### config.mk
export PLATFORM = sky130hd
export DESIGN_NAME = mem_port_arbiter_flat
export DESIGN_NICKNAME = d
export VERILOG_FILES = /design/src/rtl/mem_arb_pkg.sv /design/src/rtl/mem_port_arbiter_if.sv /design/src/rtl/burst_addr_gen.sv /design/src/rtl/mem_port_arbiter.sv /design/src/flat_wrapper.sv
export SDC_FILE = /design/constraint.sdc
export NUM_CORES = 1
export LEC_CHECK = 0
export ABC_AREA = 1
export BUFFER_PORTS_ARGS = -buffer_cell sky130_fd_sc_hd__buf_4
export CAP_MARGIN = 0
export CELL_PAD_IN_SITES_DETAIL_PLACEMENT = 0
export CELL_PAD_IN_SITES_GLOBAL_PLACEMENT = 1
export CORE_MARGIN = 4
export CORE_UTILIZATION = 30
export CTS_CLUSTER_SIZE = 30
export DETAILED_ROUTE_END_ITERATION = 7
export PLACE_DENSITY_LB_ADDON = 0.1
export SETUP_SLACK_MARGIN = 0.5
export SYNTH_ARGS = -nofsm -noshare
export SYNTH_HDL_FRONTEND = slang
export SYNTH_HIERARCHICAL = 1
export SYNTH_SLANG_ARGS = --single-unit
### constraint.sdc
create_clock -name CLK -period 4.4 [get_ports CLK]
set_clock_uncertainty 0.05 [all_clocks]
set_input_delay 0.22 -clock CLK [delete_from_list [all_inputs] [get_ports CLK]]
set_output_delay 0.22 -clock CLK [all_outputs]
set_load 0.03 [all_outputs]
### src/rtl/mem_arb_pkg.sv
// Shared types and constants for the memory port arbiter.
//   state_e : arbiter FSM states
//   owner_e : which cache owns the current (or last) burst
//   DEF_LINE_WORDS / BEAT_W / OFFS_W : default line geometry
package mem_arb_pkg;

  localparam int unsigned DEF_LINE_WORDS = 8;
  localparam int unsigned BEAT_W         = $clog2(DEF_LINE_WORDS);
  localparam int unsigned OFFS_W         = BEAT_W + 2;

  typedef enum logic [1:0] {
    IDLE,
    BURST_I,
    BURST_D
  } state_e;

  typedef enum logic {
    OWN_I,
    OWN_D
  } owner_e;

endpackage

### src/rtl/mem_port_arbiter_if.sv
// Bundle of the I-cache, D-cache and memory-side signals of the arbiter.
//   slave  : arbiter view (cache requests and memory responses in, grants/beats out)
//   master : environment view (caches + memory model)
interface mem_port_arbiter_if #(
  parameter int unsigned ADDR_W = 32
);
  logic              ic_req;
  logic [ADDR_W-1:0] ic_addr;
  logic              ic_rvalid;
  logic [31:0]       ic_rdata;
  logic              ic_done;

  logic              dc_req;
  logic              dc_we;
  logic [ADDR_W-1:0] dc_addr;
  logic [31:0]       dc_wdata;
  logic              dc_wnext;
  logic              dc_rvalid;
  logic [31:0]       dc_rdata;
  logic              dc_done;

  logic              mem_req;
  logic              mem_we;
  logic [ADDR_W-1:0] mem_addr;
  logic [31:0]       mem_wdata;
  logic [31:0]       mem_rdata;
  logic              mem_ack;

  logic              busy;

  modport slave (
    input  ic_req, ic_addr, dc_req, dc_we, dc_addr, dc_wdata, mem_rdata, mem_ack,
    output ic_rvalid, ic_rdata, ic_done, dc_wnext, dc_rvalid, dc_rdata, dc_done,
    output mem_req, mem_we, mem_addr, mem_wdata, busy
  );

  modport master (
    output ic_req, ic_addr, dc_req, dc_we, dc_addr, dc_wdata, mem_rdata, mem_ack,
    input  ic_rvalid, ic_rdata, ic_done, dc_wnext, dc_rvalid, dc_rdata, dc_done,
    input  mem_req, mem_we, mem_addr, mem_wdata, busy
  );
endinterface

### src/rtl/burst_addr_gen.sv
// Beat counter and registered beat-address generator for one line burst.
//   CLK, RESET : clock, async active-high reset
//   i_start    : grant this cycle; latch line (upper) address, point at beat 0
//   i_ack      : beat completed this cycle
//   i_line_hi  : line address with offset bits removed
//   o_addr     : registered word-aligned beat address (0 when no burst)
//   o_last     : current beat is the final beat of the line
module burst_addr_gen
  import mem_arb_pkg::*;
#(
  parameter int unsigned LINE_WORDS = DEF_LINE_WORDS,
  parameter int unsigned ADDR_W     = 32
) (
  input  logic                                  CLK,
  input  logic                                  RESET,
  input  logic                                  i_start,
  input  logic                                  i_ack,
  input  logic [ADDR_W-$clog2(LINE_WORDS)-3:0]  i_line_hi,
  output logic [ADDR_W-1:0]                     o_addr,
  output logic                                  o_last
);
  localparam int unsigned L_BEAT_W = $clog2(LINE_WORDS);
  localparam int unsigned HI_W     = ADDR_W - L_BEAT_W - 2;

  logic [L_BEAT_W-1:0] r_beat;
  logic [HI_W-1:0]     r_line_hi;
  logic [ADDR_W-1:0]   r_addr;
  logic [L_BEAT_W-1:0] w_beat_nxt;

  assign w_beat_nxt = r_beat + 1'b1;
  assign o_last     = (r_beat == L_BEAT_W'(LINE_WORDS - 1));
  assign o_addr     = r_addr;

  // The counter is a power-of-2 width, so the final increment wraps it to 0 on exit.
  always_ff @(posedge CLK or posedge RESET) begin
    if (RESET) begin
      r_beat    <= '0;
      r_line_hi <= '0;
      r_addr    <= '0;
    end else if (i_start) begin
      r_beat    <= '0;
      r_line_hi <= i_line_hi;
      r_addr    <= {i_line_hi, {L_BEAT_W{1'b0}}, 2'b00};
    end else if (i_ack) begin
      r_beat <= w_beat_nxt;
      r_addr <= o_last ? '0 : {r_line_hi, w_beat_nxt, 2'b00};
    end
  end

endmodule

### src/rtl/mem_port_arbiter.sv
// Shares one main-memory port between I-cache fills and D-cache fills/write-backs.
// A grant is taken only in IDLE; the owner then gets an uninterruptible LINE_WORDS-beat
// burst, one word per mem_ack.
//   CLK, RESET : clock, async active-high reset
//   bus        : mem_port_arbiter_if.slave (cache requests, beat strobes, memory port, busy)
// Build option: define ARB_ROUND_ROBIN_EN to alternate grants on contention; otherwise
// the D-cache always wins over the I-cache.
module mem_port_arbiter
  import mem_arb_pkg::*;
#(
  parameter int unsigned LINE_WORDS = DEF_LINE_WORDS,
  parameter int unsigned ADDR_W     = 32
) (
  input logic               CLK,
  input logic               RESET,
  mem_port_arbiter_if.slave bus
);
  localparam int unsigned L_OFFS_W = $clog2(LINE_WORDS) + 2;

  state_e r_state;
  state_e w_state_d;
  logic   r_mem_req;
  logic   r_mem_we;
  logic   w_grant;
  owner_e w_pick;
  logic   w_ack;
  logic   w_last_beat;
  logic   w_done;
  logic   w_own_i;
  logic   w_own_d;
  logic   w_unused;
  logic [ADDR_W-1:0]          w_addr;
  logic [ADDR_W-L_OFFS_W-1:0] w_line_hi;

  assign w_unused = ^{bus.ic_addr[L_OFFS_W-1:0], bus.dc_addr[L_OFFS_W-1:0]};

`ifdef ARB_ROUND_ROBIN_EN
  owner_e r_last_owner;

  always_comb begin
    if (bus.ic_req && bus.dc_req) begin
      w_pick = (r_last_owner == OWN_I) ? OWN_D : OWN_I;
    end else begin
      w_pick = bus.dc_req ? OWN_D : OWN_I;
    end
  end

  // Reset value I makes D win the first contention.
  always_ff @(posedge CLK or posedge RESET) begin
    if (RESET) begin
      r_last_owner <= OWN_I;
    end else if (w_grant) begin
      r_last_owner <= w_pick;
    end
  end
`else
  assign w_pick = bus.dc_req ? OWN_D : OWN_I;
`endif

  // Acks outside a burst (mem_req low) are ignored entirely.
  assign w_ack  = bus.mem_ack & r_mem_req;
  assign w_done = w_ack & w_last_beat;

  always_comb begin
    w_state_d = r_state;
    w_grant   = 1'b0;
    unique case (r_state)
      IDLE: begin
        if (bus.ic_req || bus.dc_req) begin
          w_grant   = 1'b1;
          w_state_d = (w_pick == OWN_D) ? BURST_D : BURST_I;
        end
      end
      BURST_I, BURST_D: begin
        if (w_done) w_state_d = IDLE;
      end
      default: w_state_d = IDLE;
    endcase
  end

  always_ff @(posedge CLK or posedge RESET) begin
    if (RESET) begin
      r_state   <= IDLE;
      r_mem_req <= 1'b0;
      r_mem_we  <= 1'b0;
    end else begin
      r_state <= w_state_d;
      if (w_grant) begin
        r_mem_req <= 1'b1;
        r_mem_we  <= (w_pick == OWN_D) & bus.dc_we;
      end else if (w_done) begin
        r_mem_req <= 1'b0;
        r_mem_we  <= 1'b0;
      end
    end
  end

  assign w_line_hi = (w_pick == OWN_D) ? bus.dc_addr[ADDR_W-1:L_OFFS_W]
                                       : bus.ic_addr[ADDR_W-1:L_OFFS_W];

  burst_addr_gen #(
    .LINE_WORDS (LINE_WORDS),
    .ADDR_W     (ADDR_W)
  ) u_addr_gen (
    .CLK       (CLK),
    .RESET     (RESET),
    .i_start   (w_grant),
    .i_ack     (w_ack),
    .i_line_hi (w_line_hi),
    .o_addr    (w_addr),
    .o_last    (w_last_beat)
  );

  assign w_own_i = (r_state == BURST_I);
  assign w_own_d = (r_state == BURST_D);

  assign bus.ic_rvalid = w_own_i & w_ack;
  assign bus.ic_rdata  = w_own_i ? bus.mem_rdata : 32'h0;
  assign bus.ic_done   = w_own_i & w_done;
  assign bus.dc_rvalid = w_own_d & ~r_mem_we & w_ack;
  assign bus.dc_rdata  = (w_own_d & ~r_mem_we) ? bus.mem_rdata : 32'h0;
  assign bus.dc_wnext  = w_own_d & r_mem_we & w_ack;
  assign bus.dc_done   = w_own_d & w_done;
  assign bus.mem_req   = r_mem_req;
  assign bus.mem_we    = r_mem_we;
  assign bus.mem_addr  = w_addr;
  assign bus.mem_wdata = (w_own_d & r_mem_we) ? bus.dc_wdata : 32'h0;
  assign bus.busy      = (r_state != IDLE);

endmodule

### src/flat_wrapper.sv
// flat-port wrapper written by rule: the top's interface ports become plain ports
module mem_port_arbiter_flat import mem_arb_pkg::*;
#(
  parameter int unsigned LINE_WORDS = DEF_LINE_WORDS,
  parameter int unsigned ADDR_W     = 32
)
  (CLK, RESET, bus_ic_req, bus_ic_addr, bus_dc_req, bus_dc_we, bus_dc_addr, bus_dc_wdata, bus_mem_rdata, bus_mem_ack, bus_ic_rvalid, bus_ic_rdata, bus_ic_done, bus_dc_wnext, bus_dc_rvalid, bus_dc_rdata, bus_dc_done, bus_mem_req, bus_mem_we, bus_mem_addr, bus_mem_wdata, bus_busy);
  mem_port_arbiter_if #(.ADDR_W(ADDR_W)) bus_i ();
  input logic CLK;
  input logic RESET;
  input wire logic [$bits(bus_i.ic_req)-1:0] bus_ic_req;
  input wire logic [$bits(bus_i.ic_addr)-1:0] bus_ic_addr;
  input wire logic [$bits(bus_i.dc_req)-1:0] bus_dc_req;
  input wire logic [$bits(bus_i.dc_we)-1:0] bus_dc_we;
  input wire logic [$bits(bus_i.dc_addr)-1:0] bus_dc_addr;
  input wire logic [$bits(bus_i.dc_wdata)-1:0] bus_dc_wdata;
  input wire logic [$bits(bus_i.mem_rdata)-1:0] bus_mem_rdata;
  input wire logic [$bits(bus_i.mem_ack)-1:0] bus_mem_ack;
  output wire logic [$bits(bus_i.ic_rvalid)-1:0] bus_ic_rvalid;
  output wire logic [$bits(bus_i.ic_rdata)-1:0] bus_ic_rdata;
  output wire logic [$bits(bus_i.ic_done)-1:0] bus_ic_done;
  output wire logic [$bits(bus_i.dc_wnext)-1:0] bus_dc_wnext;
  output wire logic [$bits(bus_i.dc_rvalid)-1:0] bus_dc_rvalid;
  output wire logic [$bits(bus_i.dc_rdata)-1:0] bus_dc_rdata;
  output wire logic [$bits(bus_i.dc_done)-1:0] bus_dc_done;
  output wire logic [$bits(bus_i.mem_req)-1:0] bus_mem_req;
  output wire logic [$bits(bus_i.mem_we)-1:0] bus_mem_we;
  output wire logic [$bits(bus_i.mem_addr)-1:0] bus_mem_addr;
  output wire logic [$bits(bus_i.mem_wdata)-1:0] bus_mem_wdata;
  output wire logic [$bits(bus_i.busy)-1:0] bus_busy;
  assign bus_i.ic_req = bus_ic_req;
  assign bus_i.ic_addr = bus_ic_addr;
  assign bus_i.dc_req = bus_dc_req;
  assign bus_i.dc_we = bus_dc_we;
  assign bus_i.dc_addr = bus_dc_addr;
  assign bus_i.dc_wdata = bus_dc_wdata;
  assign bus_i.mem_rdata = bus_mem_rdata;
  assign bus_i.mem_ack = bus_mem_ack;
  assign bus_ic_rvalid = bus_i.ic_rvalid;
  assign bus_ic_rdata = bus_i.ic_rdata;
  assign bus_ic_done = bus_i.ic_done;
  assign bus_dc_wnext = bus_i.dc_wnext;
  assign bus_dc_rvalid = bus_i.dc_rvalid;
  assign bus_dc_rdata = bus_i.dc_rdata;
  assign bus_dc_done = bus_i.dc_done;
  assign bus_mem_req = bus_i.mem_req;
  assign bus_mem_we = bus_i.mem_we;
  assign bus_mem_addr = bus_i.mem_addr;
  assign bus_mem_wdata = bus_i.mem_wdata;
  assign bus_busy = bus_i.busy;
  mem_port_arbiter #(.LINE_WORDS(LINE_WORDS), .ADDR_W(ADDR_W)) u_core (.CLK(CLK), .RESET(RESET), .bus(bus_i));
endmodule
==> summary.md <==
| Metric | Value |
|---|---|
| Pwr per Cell Area | `around 590 nW/um^2` |
| Worst-Margin Slew | `~1.2 ns` |
| Core area | `between 10,000 and 15,000 um^2` |
| Layout cells sized above 1 | `around 42%` |
| Yosys warning count | `6` |
| Post-CTS sizing | `0` |
| Seq cells post-synth | `between 60 and 70` |
| Routed WL | `about 14,000 um` |
| Placement Cell Area | `approximately 6000 um^2` |
| Max_cap viols | `0` |
| Endpoints failing hold | `0` |
| Avg Cell Area, Syn | `between 7 and 8 um^2` |
| DP HPWL | `10,500 um` |
| Top cells by count, synth | `212 x nand2_1, 106 x inv_1, 63 x dfrtp_1, 41 x nor2_1, 35 x nand3_1` |
| Slew Limit Fails | `0` |
| Post-CTS Setup Inserts | `0` |
| H-tree Lvls | `3` |
| Via density | `4.16` |
| Yosys top cell area share | `39.2%` |
| Sinks on Clock Net | `63` |
| Element type at the critical path start | `flip-flop` |
| Largest net degree at the start of global routing | `60` |
| TritonCTS clock tree | `done` |
| # DRC | `0` |
| Sequential element share of the synthesized area | `between 30% and 40%` |
| Antenna fix cells | `0` |
| Asr flop ratio synth | `100%` |
| # port buffers | `257` |
| CP required | `between 4 and 5 ns` |
| Worst Hold Class | `in2reg` |
| Overall routing resource usage | `about 17%` |
| Period minus WS final | `2.63 ns` |
| Area grow syn2layout | `56.7%` |
| Post-synth EDFFs | `0` |
| Vias in the first global route | `3,768` |
| DR iter-0 viols | `approximately 120` |
| Clk slew on worst S/H paths | `~0.06 ns` |
| Final setup viols | `0` |
| Status | `complete, no violations` |
| # IOs | `270` |
| Most numerous cell in the Yosys netlist | `nand2_1` |
| Slew margin rel. | `between 10% and 20%` |
| First-pass GRT wire length | `about 20,000 um` |
| Drt pass-1 iters | `4` |
| Maximum vdd drop | `0.000255 V` |
| RSZ-0062 raised after global routing | `false` |
| Initial core utilization | `just over 30%` |
| Final ANT Viol Nets | `0` |
| Post-synth cell types | `20` |
| Root buf cell | `clkbuf_16` |
| Critical Path AT | `approximately 2.4 ns` |
| Crit-path max FO | `18` |
| Period utilisation layout | `between 50% and 60%` |
| CP Capture Type | `output port` |
| GRT Residual Overflow | `0` |
| Setup tns final | `0 ns` |
| Final Instance Area | `approximately 6300 um^2` |
| Setup CP Type | `reg2out` |
| Initial antenna violation count | `0` |
| Via count | `~4,100` |
| Highest clock rate | `approximately 380 MHz` |
| Drt wl/cell | `around 14 um` |
| Clk_lat worst skew | `0.32 ns` |
| Cts bufs inserted | `9` |
| Top cells by area, synth | `dfrtp_1 39%, nand2_1 20%, inv_1 9.9%` |
| Main synth FF type | `dfrtp_1` |
| Placer Congestion | `roughly 0.80` |
| DIE HEIGHT | `about 120 um` |
| Synth area leader | `dfrtp_1` |
| Final #Nets | `about 940` |
| Clock tree buffer depth | `2` |
| P_leak | `about 3.8 nW` |
| Synthesized cell area | `about 4000 um^2` |
| Placement row count | `42` |
| Syn Inst Count | `between 500 and 600` |
| Die area | `approximately 15,000 um^2` |
| Die X | `~120 um` |
## worst max-delay path, cell delays in order, from the launching register on
cell and delay [ns]:
dfrtp_1 0.37, inv_1 0.08, ha_1 0.21, inv_1 0.07
or2_2 0.54, buf_4 0.51, nor2_1 0.08, buf_4 0.18
## path summary, 6_finish.rpt
path	slack, ns	depth (start not counted)	endpoint	start
min in group asynchronous	0.32	3	u_core/bus.mem_req	RESET
max	1.77	7	bus_dc_rvalid	u_core/r_state[0]
min reg2reg	0.41	2	u_core/u_addr_gen/r_line_hi[9]	u_core/u_addr_gen/r_line_hi[9]
max reg2reg	1.87	10	u_core/u_addr_gen/o_addr[26]	u_core/r_state[0]
min	0.09	3	u_core/bus.mem_we	bus_dc_we
max in group asynchronous	3.13	4	u_core/u_addr_gen/r_line_hi[16]	RESET
## power by group
group	switching, mW	internal [mW]	total (mW)	leakage (nW)
clock network	0.261	0.415	0.676	0.135
logic	1.37	0.690	2.06	2.90
registers	0.116	0.850	0.966	0.781
total	1.75	1.96	3.71	3.82
## repair_timing
action	CTS	global route
endpoints found under the setup margin	0	0
hold endpoints to repair	4	0
hold buffers	1	0
## flip-flops by register name, indices dropped and copies added, names as in the netlist
name                         count
u_core/bus.mem_req               1
u_core/u_addr_gen/r_line_hi     27
u_core/r_state                   2
u_core/u_addr_gen/o_addr        30
u_core/bus.mem_we                1
u_core/u_addr_gen/r_beat         2
## cells in the final DEF, fill, tap and decap left out
cell,n
o21ai_1,1
clkbuf_8,2
buf_4,262
mux2_2,27
inv_2,3
dlygate4sd3_1,1
clkinvlp_4,3
inv_1,105
nor2_1,41
clkbuf_16,9
or2_2,1
ha_1,5
nand2_1,212
inv_6,2
nor2_2,10
nor2_4,21
o21ai_0,3
conb_1,2
dfrtp_1,63
nand3_1,35
## layer usage
metal	GRT usage, %	vias up	routed length, um
li1	-	2112	-
met1	19.7	1818	5230
met2	30.9	151	7130
met3	4.54	9	1330
met4	3.94	0	110
met5	0	-	0
## area by class of cell
cell class	count	area [um^2]
clock buffers	11	253
clock inverters	5	40.0
fillers	1362	6890
inverters	108	405
multi-input cells	358	1820
flip-flops and latches	63	1580
well taps	176	220
repair buffers	263	1980
## per-stage QoR
stage	hold slack (ns)	total power, mW	std cells	worst slack (ns)	util (%)
finish	0.0864	3.71	984	1.77	47.7
global route	0.0999	3.98	984	1.60	47.7
CTS	0.0793	3.77	984	1.75	47.7
detailed placement	0.0822	3.07	967	1.90	45.4
global placement	0.0793	3.04	967	1.94	45.4
floorplan	-0.0639	2.36	560	2.67	-
## kinds of logic after synthesis
| kind of cell | count (synthesis) | share of synthesized area (%) |
|---|---|---|
| compound gates | 4 | 0.498 |
| other cells | 1 | 0.0933 |
| buf+inv | 139 | 15.5 |
| flops | 63 | 39.2 |
| mux | 27 | 7.57 |
| simple gates | 320 | 35.6 |
| fa+ha+maj | 5 | 1.56 |
(Power assumes the default switching activity.)
